### config.mk
export PLATFORM = sky130hd
export DESIGN_NAME = seg7_scan_capture
export DESIGN_NICKNAME = d
export VERILOG_FILES = /design/src/rtl/seg7_scan_capture.sv
export SDC_FILE = /design/constraint.sdc
export NUM_CORES = 1
export LEC_CHECK = 0
export ABC_CLOCK_PERIOD_IN_PS = 9800
export BUFFER_PORTS_ARGS = -buffer_cell sky130_fd_sc_hd__buf_2
export CORE_MARGIN = 3
export CORE_UTILIZATION = 47
export CTS_BUF_LIST = sky130_fd_sc_hd__clkbuf_4
export DETAILED_ROUTE_END_ITERATION = 12
export PLACE_DENSITY_LB_ADDON = 0.3
export SLEW_MARGIN = 20
export SYNTH_ARGS = -nofsm -noshare
export SYNTH_HDL_FRONTEND = slang
export SYNTH_SLANG_ARGS = --single-unit
### constraint.sdc
create_clock -name clk -period 9.8 [get_ports clk]
set_clock_uncertainty 0.2 [all_clocks]
set_input_delay 0.98 -clock clk [delete_from_list [all_inputs] [get_ports clk]]
set_output_delay 0.98 -clock clk [all_outputs]
set_load 0.01 [all_outputs]
### src/rtl/seg7_scan_capture.sv
// Scan-bus capture: watches a multiplexed active-low 7-segment display,
// samples each stable digit, decodes it back to hex and assembles a word.
module seg7_scan_capture #(
    parameter int DIGITS        = 4,
    parameter int STABLE_CYCLES = 4
) (
    input  logic                  clk,
    input  logic                  rst_n,
    input  logic [DIGITS-1:0]     anode,
    input  logic [6:0]            cathode,
    output logic [4*DIGITS-1:0]   value,
    output logic [DIGITS-1:0]     blank,
    output logic                  value_valid,
    output logic                  seg_err,
    output logic                  anode_err
);

    localparam int CW = (STABLE_CYCLES > 1) ? $clog2(STABLE_CYCLES) : 1;
    localparam int IW = (DIGITS > 1) ? $clog2(DIGITS) : 1;
    localparam logic [CW-1:0] FIRE_AT = CW'(STABLE_CYCLES - 2);
    localparam logic [CW-1:0] CNT_MAX = CW'(STABLE_CYCLES - 1);

    typedef enum logic {SETTLE, HOLD} state_t;

    logic [DIGITS-1:0]   an_s1_q, an_s2_q, an_prev_q;
    logic [6:0]          ca_s1_q, ca_s2_q, ca_prev_q;
    state_t              state_q, state_d;
    logic [CW-1:0]       cnt_q, cnt_d;
    logic                sample, changed;

    logic [3:0]          dec_nib;
    logic                dec_blank, dec_ok;
    logic                any_low, multi_low;
    logic [IW-1:0]       idx;

    logic [4*DIGITS-1:0] shadow_nib_q, shadow_nib_d;
    logic [DIGITS-1:0]   shadow_blank_q, shadow_blank_d;
    logic [DIGITS-1:0]   seen_q, seen_d;
    logic [4*DIGITS-1:0] value_q, value_d;
    logic [DIGITS-1:0]   blank_q, blank_d;
    logic                valid_q, valid_d;
    logic                seg_err_q, seg_err_d;
    logic                anode_err_q, anode_err_d;

    // Two-flop synchronizers plus a previous-value copy for change detection
    always_ff @(posedge clk or negedge rst_n) begin
        if (!rst_n) begin
            an_s1_q   <= '1;
            an_s2_q   <= '1;
            an_prev_q <= '1;
            ca_s1_q   <= '1;
            ca_s2_q   <= '1;
            ca_prev_q <= '1;
        end else begin
            an_s1_q   <= anode;
            an_s2_q   <= an_s1_q;
            an_prev_q <= an_s2_q;
            ca_s1_q   <= cathode;
            ca_s2_q   <= ca_s1_q;
            ca_prev_q <= ca_s2_q;
        end
    end

    assign changed = (an_s2_q != an_prev_q) || (ca_s2_q != ca_prev_q);

    // Stability FSM state register
    always_ff @(posedge clk or negedge rst_n) begin
        if (!rst_n) begin
            state_q <= SETTLE;
            cnt_q   <= '0;
        end else begin
            state_q <= state_d;
            cnt_q   <= cnt_d;
        end
    end

    // Count unchanged cycles; fire once when the pair has held long enough
    always_comb begin
        state_d = state_q;
        cnt_d   = cnt_q;
        sample  = 1'b0;
        case (state_q)
            SETTLE: begin
                if (changed) begin
                    cnt_d = '0;
                end else if (cnt_q == FIRE_AT) begin
                    sample  = 1'b1;
                    cnt_d   = CNT_MAX;
                    state_d = HOLD;
                end else begin
                    cnt_d = cnt_q + 1'b1;
                end
            end
            HOLD: begin
                if (changed) begin
                    state_d = SETTLE;
                    cnt_d   = '0;
                end
            end
            default: begin
                state_d = SETTLE;
                cnt_d   = '0;
            end
        endcase
    end

    // Segment pattern back to hex nibble (bit6=g ... bit0=a)
    always_comb begin
        dec_nib   = 4'h0;
        dec_blank = 1'b0;
        dec_ok    = 1'b1;
        case (ca_s2_q)
            7'b1000000: dec_nib = 4'h0;
            7'b1111001: dec_nib = 4'h1;
            7'b0100100: dec_nib = 4'h2;
            7'b0110000: dec_nib = 4'h3;
            7'b0011001: dec_nib = 4'h4;
            7'b0010010: dec_nib = 4'h5;
            7'b0000010: dec_nib = 4'h6;
            7'b1111000: dec_nib = 4'h7;
            7'b0000000: dec_nib = 4'h8;
            7'b0010000: dec_nib = 4'h9;
            7'b0001000: dec_nib = 4'hA;
            7'b0000011: dec_nib = 4'hB;
            7'b0100111: dec_nib = 4'hC;
            7'b0100001: dec_nib = 4'hD;
            7'b0000110: dec_nib = 4'hE;
            7'b0001110: dec_nib = 4'hF;
            7'b1111111: dec_blank = 1'b1;
            default:    dec_ok = 1'b0;
        endcase
    end

    // Classify the anode: none, exactly one (with its index), or several low
    always_comb begin
        any_low   = 1'b0;
        multi_low = 1'b0;
        idx       = '0;
        for (int k = 0; k < DIGITS; k++) begin
            if (!an_s2_q[k]) begin
                if (any_low) multi_low = 1'b1;
                any_low = 1'b1;
                idx     = IW'(k);
            end
        end
    end

    // Store samples into the shadow frame and publish it once every digit is seen
    always_comb begin
        shadow_nib_d   = shadow_nib_q;
        shadow_blank_d = shadow_blank_q;
        seen_d         = seen_q;
        value_d        = value_q;
        blank_d        = blank_q;
        valid_d        = 1'b0;
        seg_err_d      = 1'b0;
        anode_err_d    = 1'b0;
        if (sample && any_low) begin
            if (multi_low) begin
                anode_err_d = 1'b1;
            end else if (!dec_ok) begin
                seg_err_d = 1'b1;
            end else begin
                shadow_nib_d[4*idx +: 4] = dec_nib;
                shadow_blank_d[idx]      = dec_blank;
                seen_d[idx]              = 1'b1;
            end
        end
        if (&seen_d) begin
            value_d = shadow_nib_d;
            blank_d = shadow_blank_d;
            valid_d = 1'b1;
            seen_d  = '0;
        end
    end

    // Frame, output and pulse registers
    always_ff @(posedge clk or negedge rst_n) begin
        if (!rst_n) begin
            shadow_nib_q   <= '0;
            shadow_blank_q <= '0;
            seen_q         <= '0;
            value_q        <= '0;
            blank_q        <= '0;
            valid_q        <= 1'b0;
            seg_err_q      <= 1'b0;
            anode_err_q    <= 1'b0;
        end else begin
            shadow_nib_q   <= shadow_nib_d;
            shadow_blank_q <= shadow_blank_d;
            seen_q         <= seen_d;
            value_q        <= value_d;
            blank_q        <= blank_d;
            valid_q        <= valid_d;
            seg_err_q      <= seg_err_d;
            anode_err_q    <= anode_err_d;
        end
    end

    assign value       = value_q;
    assign blank       = blank_q;
    assign value_valid = valid_q;
    assign seg_err     = seg_err_q;
    assign anode_err   = anode_err_q;

endmodule

Word-level counts from Yosys, hierarchy flattened

Index checks and enable logic that the tools add are counted.
W data, S select, Z words.

Add/sub/neg operators: 2
Order comparisons: 2
Eq/ne operators: 20
Shift operators: 2
Multiplexer cells: 44
Bitwise logic cells: 2
Reduce and logical (&&, ||, !) cells: 6

Operators by type and width:

| kind                      | number |
|---|---|
| $pmux W4 S15              | 1 |
| $mux W16                  | 3 |
| $neg A4 Y34               | 1 |
| $shift A4 B34 Y16 const A | 1 |
| $shiftx A4 B34 Y16        | 1 |
| $eq A7 B6 Y1 const B      | 4 |
| $eq A7 B7 Y1 const B      | 4 |
| $mux W4                   | 7 |
| $mux W1                   | 23 |
| $eq A7 B5 Y1 const B      | 3 |
| $reduce_or A17 Y1         | 1 |
| $bwmux W16                | 1 |
| $eq A7 B2 Y1 const B      | 2 |
| $eq A7 B4 Y1 const B      | 2 |
| $mux W2                   | 5 |
| $eq A7 B3 Y1 const B      | 1 |
| $logic_not A7 Y1          | 1 |
| $ne A7 B7 Y1              | 1 |
| $bwmux W4                 | 1 |
| $ne A4 B4 Y1              | 1 |
| $or A4 B4 Y4              | 1 |
| $pmux W2 S2               | 1 |
| $reduce_and A4 Y1         | 1 |
| $lt A2 B3 Y1 const B      | 1 |
| 9 further kinds           | 10 |

Register bits: 83
Input port bits: 13
Logic and storage cells: 94

Longest topological paths before layout

Gate-level depths: netlist of run 1.

Word-level depth: 13
Gate-level depth with buffers: 9
Gate-level depth less buffers: 8

Worst setup path before layout of run 1

No wires, ideal clock.

Kind: register to register
Start: register ca_s2_q[5]
End: register value_q[10] (netlist: value[10])
Library setup time: 0.125 ns
Arrival time: 2.854 ns
Data required time: 9.475 ns
Setup slack: 6.621 ns
Cell stages (with the launch flop): 10
Buffers on the path: 2
Period minus slack after synthesis: 3.179 ns
Cells stage by stage: dfstp_2 > buf_2 > and3b_1 > a31oi_1 > o31ai_1 > o311ai_0 > nor2b_1 > nor4_4 > buf_6 > mux2_4

Cells in the longest elaborated chain, start to end: 7
Elaborated cells between the ends (all ways): 34

Ends and longest elaborated chain:

| item                                                 | RTL line | RTL |
|---|---|---|
| from (decl)                                          | 26       | `logic [6:0] ca_s1_q, ca_s2_q, ca_prev_q;` |
| from (signal assigned)                               | 59       | `ca_s2_q <= ca_s1_q;` |
| $eq A7 B4 Y1, or another cell as far along           | 112      | `case (ca_s2_q)` |
| $pmux W4 S15, or another cell as far along           | 112      |  |
| $shiftx A4 B34 Y16, or another cell as far along     | 164      | `shadow_nib_d[4*idx +: 4] = dec_nib;` |
| $bwmux W16, or another cell as far along             | 164      |  |
| $mux W16, or another cell as far along               | 161      | `end else if (!dec_ok) begin` |
| $mux W16 / $mux W4 (equally long branches)           | 159, 158 |  |
| $mux W16 / $reduce_and A4 Y1 (equally long branches) | 158, 169 |  |
| to (signal assigned)                                 | 192      | `value_q <= value_d;` |
| to (decl)                                            | 39       | `logic [4*DIGITS-1:0] value_q, value_d;` |

Parallel ways exist; a longest one is shown, timed or not.
A chain may end at the register's enable or synchronous reset.

Worst setup path in the final report of run 1

Start: register ca_s2_q[1]
End: register blank_q[1] (netlist: blank[1])

Cells in the longest elaborated chain, start to end: 7
Elaborated cells between the ends (all ways): 33

Ends and longest elaborated chain:

| item                                                                     | RTL line | RTL |
|---|---|---|
| $eq A7 B7 Y1, or another cell as far along                               | 112      |  |
| $reduce_or A17 Y1 (no line) / $logic_or A1 B1 Y1 (equally long branches) | n/a      |  |
| $mux W1 (on tied branches)                                               | 112, 84  |  |
| $mux W4 / $mux W1 (equally long branches)                                | 161, 82  |  |
| $mux W4 / $logic_and A1 B1 Y1 (equally long branches)                    | 159, 158 |  |
| $mux W4                                                                  | 158      | `if (sample && any_low) begin` |
| $reduce_and A4 Y1                                                        | 169      | `if (&seen_d) begin` |
| to (signal assigned)                                                     | 193      | `blank_q <= blank_d;` |
| to (decl)                                                                | 40       | `logic [DIGITS-1:0] blank_q, blank_d;` |

Parallel ways exist; a longest one is shown, timed or not.

==> results of run 1 <==
[worst max path at each step]
| stage | from | end | slack [ns] | cells after the start |
|---|---|---|---|---|
| 4_1_cts | ca_s2_q[1] | blank[1] | 6.18 | 8 |
| 6_report | ca_s2_q[1] | blank[1] | 6.18 | 8 |
| 3_5_place_dp | ca_s2_q[1] | value[1] | 6.21 | 8 |
| 2_1_floorplan | ca_s2_q[5] | value[10] | 6.62 | 9 |
| 3_3_place_gp | ca_s2_q[1] | value[1] | 6.32 | 8 |
| 5_1_grt | ca_s2_q[1] | blank[1] | 5.82 | 8 |
[logic make-up (layout without fill, tap and decap cells)]
logic type      after synthesis  after routing  synth area share [%]
flops                        83             83                  62.1
simple gates                 78             78                  13.3
mux                          40             40                  14.3
compound gates               21             21                  4.44
xor+xnor                     12             12                  3.08
buf+inv                      12             54                  2.13
fa+ha+maj                     2              2                 0.660
[synth_stat cells (all sizes together), types with 4 or more instances]
master,instances
nor2b,6
buf,7
dfrtp,50
nor3b,4
nand4,6
o311ai,4
nand2,13
dfstp,33
a31oi,4
nor3,5
mux2,40
xnor2,11
nor2,22
[worst max-delay path, stage by stage, from the launching register on]
cell,delay [ns]
dfstp_2,0.73
nor4b_2,0.31
a31oi_1,0.07
o31ai_1,0.49
o311ai_0,0.37
nor2b_1,0.27
nor4_4,0.31
buf_4,0.38
mux2_2,0.38
[per-layer routing]
metal / share of wire, % / up-vias / track usage (%)
met5: 0 / - / 0
met4: 1.3 / 0 / 5.90
met3: 4.9 / 8 / 4.89
met2: 47 / 51 / 22.4
met1: 47 / 997 / 20.7
li1: - / 957 / -
[cell type report]
class,count,area [um^2],area share [%]
Sequential cell,83,2120,55.7
Multi-Input combinational cell,153,1220,32.1
Timing Repair Buffer,36,185,4.87
Tap cell,96,120,3.16
Clock buffer,10,75.1,1.97
Clock inverter,6,73.8,1.94
Inverter,2,7.51,0.197
[metrics by stage]
stage | cell area, um^2 | total power [uW] | std cells
6_report | 3800 | 589 | 386
5_1_grt | 3800 | 620 | 386
4_1_cts | 3800 | 598 | 386
3_5_place_dp | 3650 | 394 | 370
3_3_place_gp | 3650 | 394 | 370
2_1_floorplan | 3410 | 382 | 248
[state kept, by name, summed over array words and instances (netlist names), 2 cells and up]
register,flops
an_prev_q,4
an_s1_q,4
an_s2_q,4
blank,4
ca_prev_q,7
ca_s1_q,7
ca_s2_q,7
cnt_q,2
seen_q,4
shadow_blank_q,4
shadow_nib_q,16
value,16
[power by group through the flow]
stage / Clock [uW] / Sequential, uW / Combinational, uW
after floorplan: 0 / 365 / 16.7
after CTS: 209 / 365 / 23.5
after detailed placement: 0 / 371 / 23.3
final: 201 / 365 / 22.8
after global routing: 226 / 367 / 26.4
after global placement: 0 / 371 / 23.0
==> reports/qor.yml, run 1 <==
start_kind: "register"
seqPwrFrac_pct: 62.0
yosysSeqAreaShare_pct: 62.1
worstSkewPairLatency_ns: 0.42
initial_core_util_pct: 49.4
cts_hold_buffers: 0
hold_violations: 0
fin_crit_sh_pct: 36.9
drive_above_1_share_pct: 42.8
maxSlewHeadroom_pct: 35.1
maxCapViolations: 0
crit_required_ns: 9.92
rsz0062_at_grt: "false"
syn-num-nets: 262
grt_pass1_wl_um: 9930
criticalPathCategory: "register to register"
cts_sinks: 83
worst_slew_pin_slew_ns: 0.974
cp_max_fo: 23
yosysTopAreaCell: "dfrtp_1"
power.switching_uw: 141
hold-path-cell-count: 0
gp_congestion: 0.920
p_leak_uw: 0.00179
cts.htree.levels: 3
fillers: 633
p_clk_share_pct: 34.1
syn_area_per_cell_um2: 13.8
ys_ff_latch: 83
syn_inst: 248
area_growth_pct: 11.4
grt_overflow: 0
worstSetupEndpointType: "register"
status: "complete, no violations"
max_clock_freq_mhz: 276
track_usage_pct: 15.1
core-area_um2: 6910
dp.final_hpwl_um: 3810
r2r_start: "ca_s2_q[1]"
min_period_ns: 3.62
internal_power_uw: 448
power.share.combinational_pct: 3.9
hold_ws_ns: 0.164
peakVddDrop_v: 0.0000923
r2r-end: "blank[1]"
yosysWarnings: 0
path_clk_slew_ns: 0.13
min-delay-start: "ca_s1_q[2]"
syn_area_um2: 3410
antenna_found_initial: 0
cts_inserted_buffers: 9
ys_types: 41
drc: 0
pwr_density_cell_nw_per_um2: 155
antenna_left: 0
avgViaCountPerCell: 5.22
die_w_um: 91.2
r2r_slack_ns: 6.18
num-nets-final: 299
r2r_cells: 8
wl_per_cell_um: 14.7
synth_ff_type: "dfrtp_1"
holdPathEnd: "ca_s2_q[2]"
vias: 2013
finalSetupViolations: 0
die_h_um: 91.2
final_cell_mix: "50 x dfrtp_1, 34 x buf_2, 33 x dfstp_2"
cts_setup_buffers: 0
dr.pass1.iters: 6
grt_pass1_vias: 2064
tns_ns: 0
synth_edf_count: 0
rows: 30
arrival_ns: 3.74
ys_async_sr_fraction_pct: 100
synthTopCellsByArea: "dfrtp_1 37%, dfstp_2 25%, mux2_2 8.3%, mux2_4 4.4%, xnor2_1 2.8%"
dpl_worst_slack_ns: 6.21
fin_util_pct: 55.0
layout_commonest_cell: "dfrtp_1"
root_buffer: "clkbuf_4"
drtIter0Drc: 102
diodes: 0
cts_buffer_depth: 2
synth_top_area_share_pct: 36.7
dieArea_um2: 8320
cts-resized-gates: 0
sw_frac_of_total_pct: 23.9
io_buffer_count: 35
cts_tree: "done"
min_path_type: "register to register"
drv_slew: 0
routed_wl_um: 5680
design.portCount: 36
grt_max_degree: 84
worst_slack_ns: 6.18
No activity file was read; power rests on OpenSTA's default activity.
==> run 2: changes to the inputs <==
--- a/config.mk
+++ b/config.mk
@@ -5,7 +5,7 @@
 export SDC_FILE = /design/constraint.sdc
 export NUM_CORES = 1
 export LEC_CHECK = 0
-export ABC_CLOCK_PERIOD_IN_PS = 9800
+export ABC_CLOCK_PERIOD_IN_PS = 3050
 export BUFFER_PORTS_ARGS = -buffer_cell sky130_fd_sc_hd__buf_2
 export CORE_MARGIN = 3
 export CORE_UTILIZATION = 47
==> constraint.sdc (replaced) <==
create_clock -name clk -period 3.05 [get_ports clk]
set_clock_uncertainty 0.2 [all_clocks]
set_input_delay 0.305 -clock clk [delete_from_list [all_inputs] [get_ports clk]]
set_output_delay 0.305 -clock clk [all_outputs]
set_load 0.01 [all_outputs]
==> reports/qor.yml, run 2 (synthesis gave the netlist of run 1 again) <==
dr_wl_met2_um: 3190  # +21%
dp.cells: 384  # +3.8%
r2r-end: "value[14]"
cts_inserted_buffers: 9  # unchanged
r2r_cells: 10  # +2
grt_overflow: 0  # unchanged
top_layer_used: "met4"
seqPwrFrac_pct: 56.3  # -5.7 points
hold_ws_ns: 0.113  # -0.0510 ns
die_h_um: 91.2  # unchanged
p_clk_share_pct: 37.5  # +3.4 points
rsz0062_at_grt: "true"
power.switching_uw: 454  # +220%
drc: 0  # unchanged
cp_slowest_cell: "or4_4"
worstSkewPairLatency_ns: 0.43  # about the same
r2r_start: "ca_s2_q[1]"
cts_sinks: 83  # unchanged
sw_frac_of_total_pct: 21.9  # -2.0 points
pwr_density_cell_nw_per_um2: 475  # +210%
final_cell_mix: "50 x dfrtp_1, 35 x buf_2, 33 x dfstp_2"
failed_checks: "setup timing"
fin_crit_sh_pct: 101  # +64 points
criticalPathCategory: "register to register"
finalSetupViolations: 15  # +15
track_usage_pct: 15.6  # +0.50 points
design.portCount: 36  # unchanged
stdcell_count: 434  # +12%
maxCapViolations: 0  # unchanged
drive_above_1_share_pct: 50.9  # +8.1 points
wl_per_cell_um: 15.8  # +7.3%
hold_violations: 0  # unchanged
design_area_um2: 4360  # +15%
worstSetupEndpointType: "register"
cts_buffer_depth: 2  # unchanged
tns_ns: -0.318  # -0.318 ns
p_leak_uw: 0.00209  # +17%
dr.pass1.iters: 4  # -2
num-nets-final: 347  # +16%
max_clock_freq_mhz: 324  # +17%
root_buffer: "clkbuf_4"
gp_congestion: 0.912  # -0.86%
rows: 30  # unchanged
place_area_um2: 3760  # +3.0%
io_buffer_count: 35  # unchanged
min_path_type: "input port to asynchronous set/reset pin"
vias: 2278  # +13%
path_cells: "buf_4 > or4_4 > a211o_1 > nand2_4 > o311ai_2 > nor2b_4 > nor4_4 > buf_4 > buf_6 > mux2_1"
initial_core_util_pct: 49.4  # unchanged
power.share.combinational_pct: 6.2  # +2.3 points
routed-wl-met3_um: 373  # +34%
drv_slew: 0  # unchanged
min_period_ns: 3.09  # -0.532 ns
cp_slowest_stage_delay_ns: 0.52  # -0.21 ns
status: "finished, violations left"
grt_max_degree: 84  # unchanged
diodes: 0  # unchanged
cp_max_fo: 6  # -74%
start_kind: "register"
arrival_ns: 3.21  # -0.53 ns
grt_pass1_wl_um: 10200  # +2.4%
crit_required_ns: 3.17  # -6.75 ns
r2r_slack_ns: -0.04  # -6.22 ns
cp_common_cell: "buf_4"
grt_pass1_vias: 2111  # +2.3%
dieArea_um2: 8320  # unchanged
peakVddDrop_v: 0.000329  # +260%
cts_tree: "done"
drtIter0Drc: 150  # +47%
avgViaCountPerCell: 5.25  # +0.65%
cts.htree.levels: 3  # unchanged
dp.final_hpwl_um: 4020  # +5.4%
fin_util_pct: 63.1  # +8.1 points
core-area_um2: 6910  # unchanged
die_w_um: 91.2  # unchanged
layout_commonest_cell: "dfrtp_1"
area_growth_pct: 27.8
maxSlewHeadroom_pct: 60.9  # +26 points
path_clk_slew_ns: 0.12  # about the same
antenna_found_initial: 0  # unchanged
antenna_left: 0  # unchanged
internal_power_uw: 1620  # +260%
routed_wl_um: 6850  # +21%
worst_slack_ns: -0.0371  # -6.22 ns
worst_slew_pin_slew_ns: 0.586  # -0.388 ns
wl_met1_um: 3100  # +15%
run 2: changes by cell type in the layout (fill, tap and decap cells not counted), sizes merged:
| cell | before | now |
|---|---|---|
| buf | 36 | 72 |
| bufinv | 1 | 3 |
| clkbuf | 10 | 9 |
| clkinv | 1 | 2 |
| clkinvlp | 2 | 1 |
| dlygate4sd3 | 0 | 12 |
| inv | 4 | 3 |
run 2: worst max-delay path by stage:
stage | start | end | slack (ns) | cells past startpoint
4_1_cts | ca_s2_q[1] | blank[0] | 0.009 | 8
5_1_grt | ca_s2_q[5] | blank[0] | -0.13 | 11
3_5_place_dp | ca_s2_q[1] | blank[0] | 0.04 | 8
2_1_floorplan | ca_s2_q[0] | value[10] | 0.005 | 9
6_report | ca_s2_q[1] | value[14] | -0.04 | 10
3_3_place_gp | ca_s2_q[1] | value[0] | 0.12 | 8
run 2: critical path, delay by kind of cell, from the launching register on:
family	cells	cell delay, ns
flip-flops	1	0.42
buffers and inverters	3	0.47
AO/OA/AOI/OAI	2	0.47
multiplexers	1	0.32
AND/OR/NAND/NOR	4	1.09
run 2: stage by stage:
| stage | total power (uW) | worst slack (ns) |
|---|---|---|
| 6_report | 2070 | -0.0371 |
| 5_1_grt | 2160 | -0.135 |
| 4_1_cts | 2070 | 0.00941 |
| 3_5_place_dp | 1270 | 0.0366 |
| 3_3_place_gp | 1270 | 0.117 |
| 2_1_floorplan | 1230 | 0.00532 |
run 2: layout make-up:
| cell class | count | area, um^2 |
|---|---|---|
| clock buffers | 9 | 67.6 |
| clock inverters | 7 | 115 |
| fillers | 552 | 2550 |
| inverters | 2 | 7.51 |
| multi-input cells | 153 | 1320 |
| flip-flops and latches | 83 | 2120 |
| well taps | 96 | 120 |
| repair buffers | 84 | 608 |
run 2: repair_timing:
item / CTS / global route
endpoints found under the setup margin: 0 / 24
hold endpoints to repair: 61 / 0
gates resized for setup: 0 / 30
hold buffers: 12 / 0
setup buffers: 0 / 19
run 2: per-layer routing:
| metal | global-route usage (%) | up-vias |
|---|---|---|
| met4 | 7.29 | 0 |
| met5 | 0 | - |
| li1 | - | 1056 |
| met2 | 22.8 | 76 |
| met1 | 20.8 | 1126 |
| met3 | 5.63 | 20 |
run 2: power by group through the flow:
stage	logic, uW	clock network, uW	registers (uW)
2_1_floorplan	54.4	0	1170
3_3_place_gp	88.4	0	1190
3_5_place_dp	88.1	0	1190
4_1_cts	101	801	1170
5_1_grt	142	847	1170
6_report	128	777	1170
==> run 3: changes to the inputs <==
--- a/config.mk
+++ b/config.mk
@@ -5,6 +5,7 @@
 export SDC_FILE = /design/constraint.sdc
 export NUM_CORES = 1
 export LEC_CHECK = 0
+export ABC_AREA = 1
 export ABC_CLOCK_PERIOD_IN_PS = 3050
 export BUFFER_PORTS_ARGS = -buffer_cell sky130_fd_sc_hd__buf_2
 export CORE_MARGIN = 3
==> reports/qor.yml, run 3 <==
cp_slowest_stage_delay_ns: 0.60  # +0.08 ns
drtIter0Drc: 141  # -6.0%
wl_per_cell_um: 11.8  # -25%
cts_sinks: 83  # unchanged
design.portCount: 36  # unchanged
synth_top_area_share_pct: 37.4  # +0.70 points
place_area_um2: 3630  # -3.4%
vias: 2380  # +4.5%
cp_common_cell: "nand2_1"
fin_util_pct: 57.0  # -6.1 points
avgViaCountPerCell: 4.69  # -11%
path_cells: "inv_1 > nand2_1 > nand2_1 > nor2_1 > nand2_1 > nor2_1 > nand2_2 > nor2_2 > nand3_1 > nand2_1 > nand2_2 > nor2_4 > buf_4 > nand2_1 > nand2_1"
dieArea_um2: 8170  # -1.8%
total_power_uw: 1870  # -9.4%
hold_ws_ns: 0.162  # +0.0492 ns
drv_slew: 0  # unchanged
initial_core_util_pct: 48.7  # -0.66 points
cts.htree.levels: 3  # unchanged
dr.pass1.iters: 4  # unchanged
max_clock_freq_mhz: 390  # +20%
layout_commonest_cell: "nand2_1"
tns_ns: 0  # +0.318 ns
worst_slew_pin_slew_ns: 0.448  # -0.137 ns
ys_types: 29  # -29%
gp_congestion: 0.883  # -3.1%
p_leak_uw: 0.00202  # -3.5%
rsz0062_at_grt: "false"
synth_ff_type: "dfrtp_1"
path_clk_slew_ns: 0.13  # about the same
crit_required_ns: 3.20  # +0.03 ns
worstSetupEndpointType: "register"
root_buffer: "clkbuf_4"
antenna_left: 0  # unchanged
design_area_um2: 3920  # -10%
grt_overflow: 0  # unchanged
rows: 30  # unchanged
syn-num-nets: 365  # +39%
synth_most_common_cell: "nand2_1"
ys_async_sr_fraction_pct: 100  # unchanged
maxSlewHeadroom_pct: 70.1  # +9.2 points
cts-resized-gates: 0  # unchanged
criticalPathCategory: "register to register"
min_path_type: "input port to asynchronous set/reset pin"
diodes: 0  # unchanged
ys_ff_latch: 83  # unchanged
start_kind: "register"
dp.final_hpwl_um: 4100  # +1.9%
ys_top_cells_by_count: "100 x nand2_1, 50 x dfrtp_1, 37 x o21ai_0, 33 x dfstp_2, 30 x inv_1"
cp_max_fo: 21  # +15
maxCapViolations: 0  # unchanged
grt_pass1_vias: 2281  # +8.1%
syn_area_per_cell_um2: 9.54  # -31%
routed_wl_um: 5980  # -13%
track_usage_pct: 16.0  # +0.36 points
grt_pass1_wl_um: 10500  # +3.5%
die_w_um: 90.4  # -0.88%
syn_inst: 351  # +42%
cts_buffer_depth: 2  # unchanged
cts_inserted_buffers: 9  # unchanged
yosysWarnings: 0  # unchanged
finalSetupViolations: 0  # -15
peakVddDrop_v: 0.000248  # -24%
critical_path.top_delay_family: "simple AND/OR/NAND/NOR gates"
cts_hold_buffers: 12  # unchanged
cts_tree: "done"
fin_crit_sh_pct: 84.1  # -17 points
io_buffer_count: 35  # unchanged
drc: 0  # unchanged
yosysSeqAreaShare_pct: 63.3  # +1.2 points
num-nets-final: 420  # +21%
pwr_density_cell_nw_per_um2: 479  # +0.82%
grt_max_degree: 84  # unchanged
arrival_ns: 2.72  # -0.49 ns
drive_above_1_share_pct: 25.5  # -25 points
fillers: 621  # +13%
area_growth_pct: 17.0
hold_violations: 0  # unchanged
synth_edf_count: 0  # unchanged
die_h_um: 90.4  # -0.88%
core-area_um2: 6870  # -0.54%
path_buf_inv: 2  # -1
final_cell_mix: "100 x nand2_1, 50 x dfrtp_1, 37 x o21ai_0"
synthTopCellsByArea: "dfrtp_1 37%, dfstp_2 26%, nand2_1 11%, o21ai_0 5.5%, inv_1 3.4%"
cts_setup_buffers: 0  # unchanged
yosysTopAreaCell: "dfrtp_1"
worstSkewPairLatency_ns: 0.41  # -0.02 ns
min_period_ns: 2.56  # -0.523 ns
status: "complete, no violations"
syn_area_um2: 3350  # -1.9%
cp_slowest_cell: "dfstp_2"
antenna_found_initial: 0  # unchanged
==> run 3: worst paths after layout <==
check | cells past startpoint | endpoint | slack (ns) | startpoint
setup / recovery | 15 | blank[3] | 0.49 | an_s2_q[1]
hold / removal | 2 | blank[1] | 0.16 | rst_n
setup reg to reg | 15 | blank[3] | 0.49 | an_s2_q[1]
hold reg to reg | 0 | ca_s2_q[5] | 0.16 | ca_s1_q[5]
max in group asynchronous | 3 | ca_s2_q[2] | 1.84 | rst_n
min in group clk | 0 | ca_s2_q[5] | 0.16 | ca_s1_q[5]
==> run 3: where the power goes <==
| part | switching (uW) | leakage, uW | internal (uW) |
|---|---|---|---|
| Clock | 352 | 0.0000769 | 267 |
| Sequential | 19.1 | 0.00105 | 1140 |
| Combinational | 56.4 | 0.000897 | 39.2 |
| Total | 427 | 0.00202 | 1450 |
==> run 3: cell type report <==
cell class	count	area [um^2]	share of cell area, %
clock buffers	11	82.6	2.11
well taps	96	120	3.07
multi-input cells	225	1050	26.7
inverters	32	120	3.07
repair buffers	55	378	9.65
flip-flops and latches	83	2120	54.1
clock inverters	5	52.6	1.34
==> run 3: logic make-up after synthesis <==
logic type      Yosys count  share of synthesized area [%]
simple gates            164                           20.8
fa+ha+maj                 1                          0.374
xor+xnor                  7                           1.83
flops                    83                           63.3
compound gates           53                           8.26
buf+inv                  43                           5.49
==> run 3: metal layers <==
layer / vias up / routed length (um) / global-route usage, %
met2: 42 / 2670 / 23.8
met5: - / 0 / 0
met1: 1108 / 3040 / 23.1
met4: 0 / 54 / 4.59
met3: 5 / 215 / 4.33
li1: 1225 / - / -
==> run 3: stage by stage <==
stage,instances,setup slack (ns)
global route,507,0.168
finish,507,0.486
global placement,478,0.546
CTS,506,0.478
floorplan,351,0.863
detailed placement,478,0.520
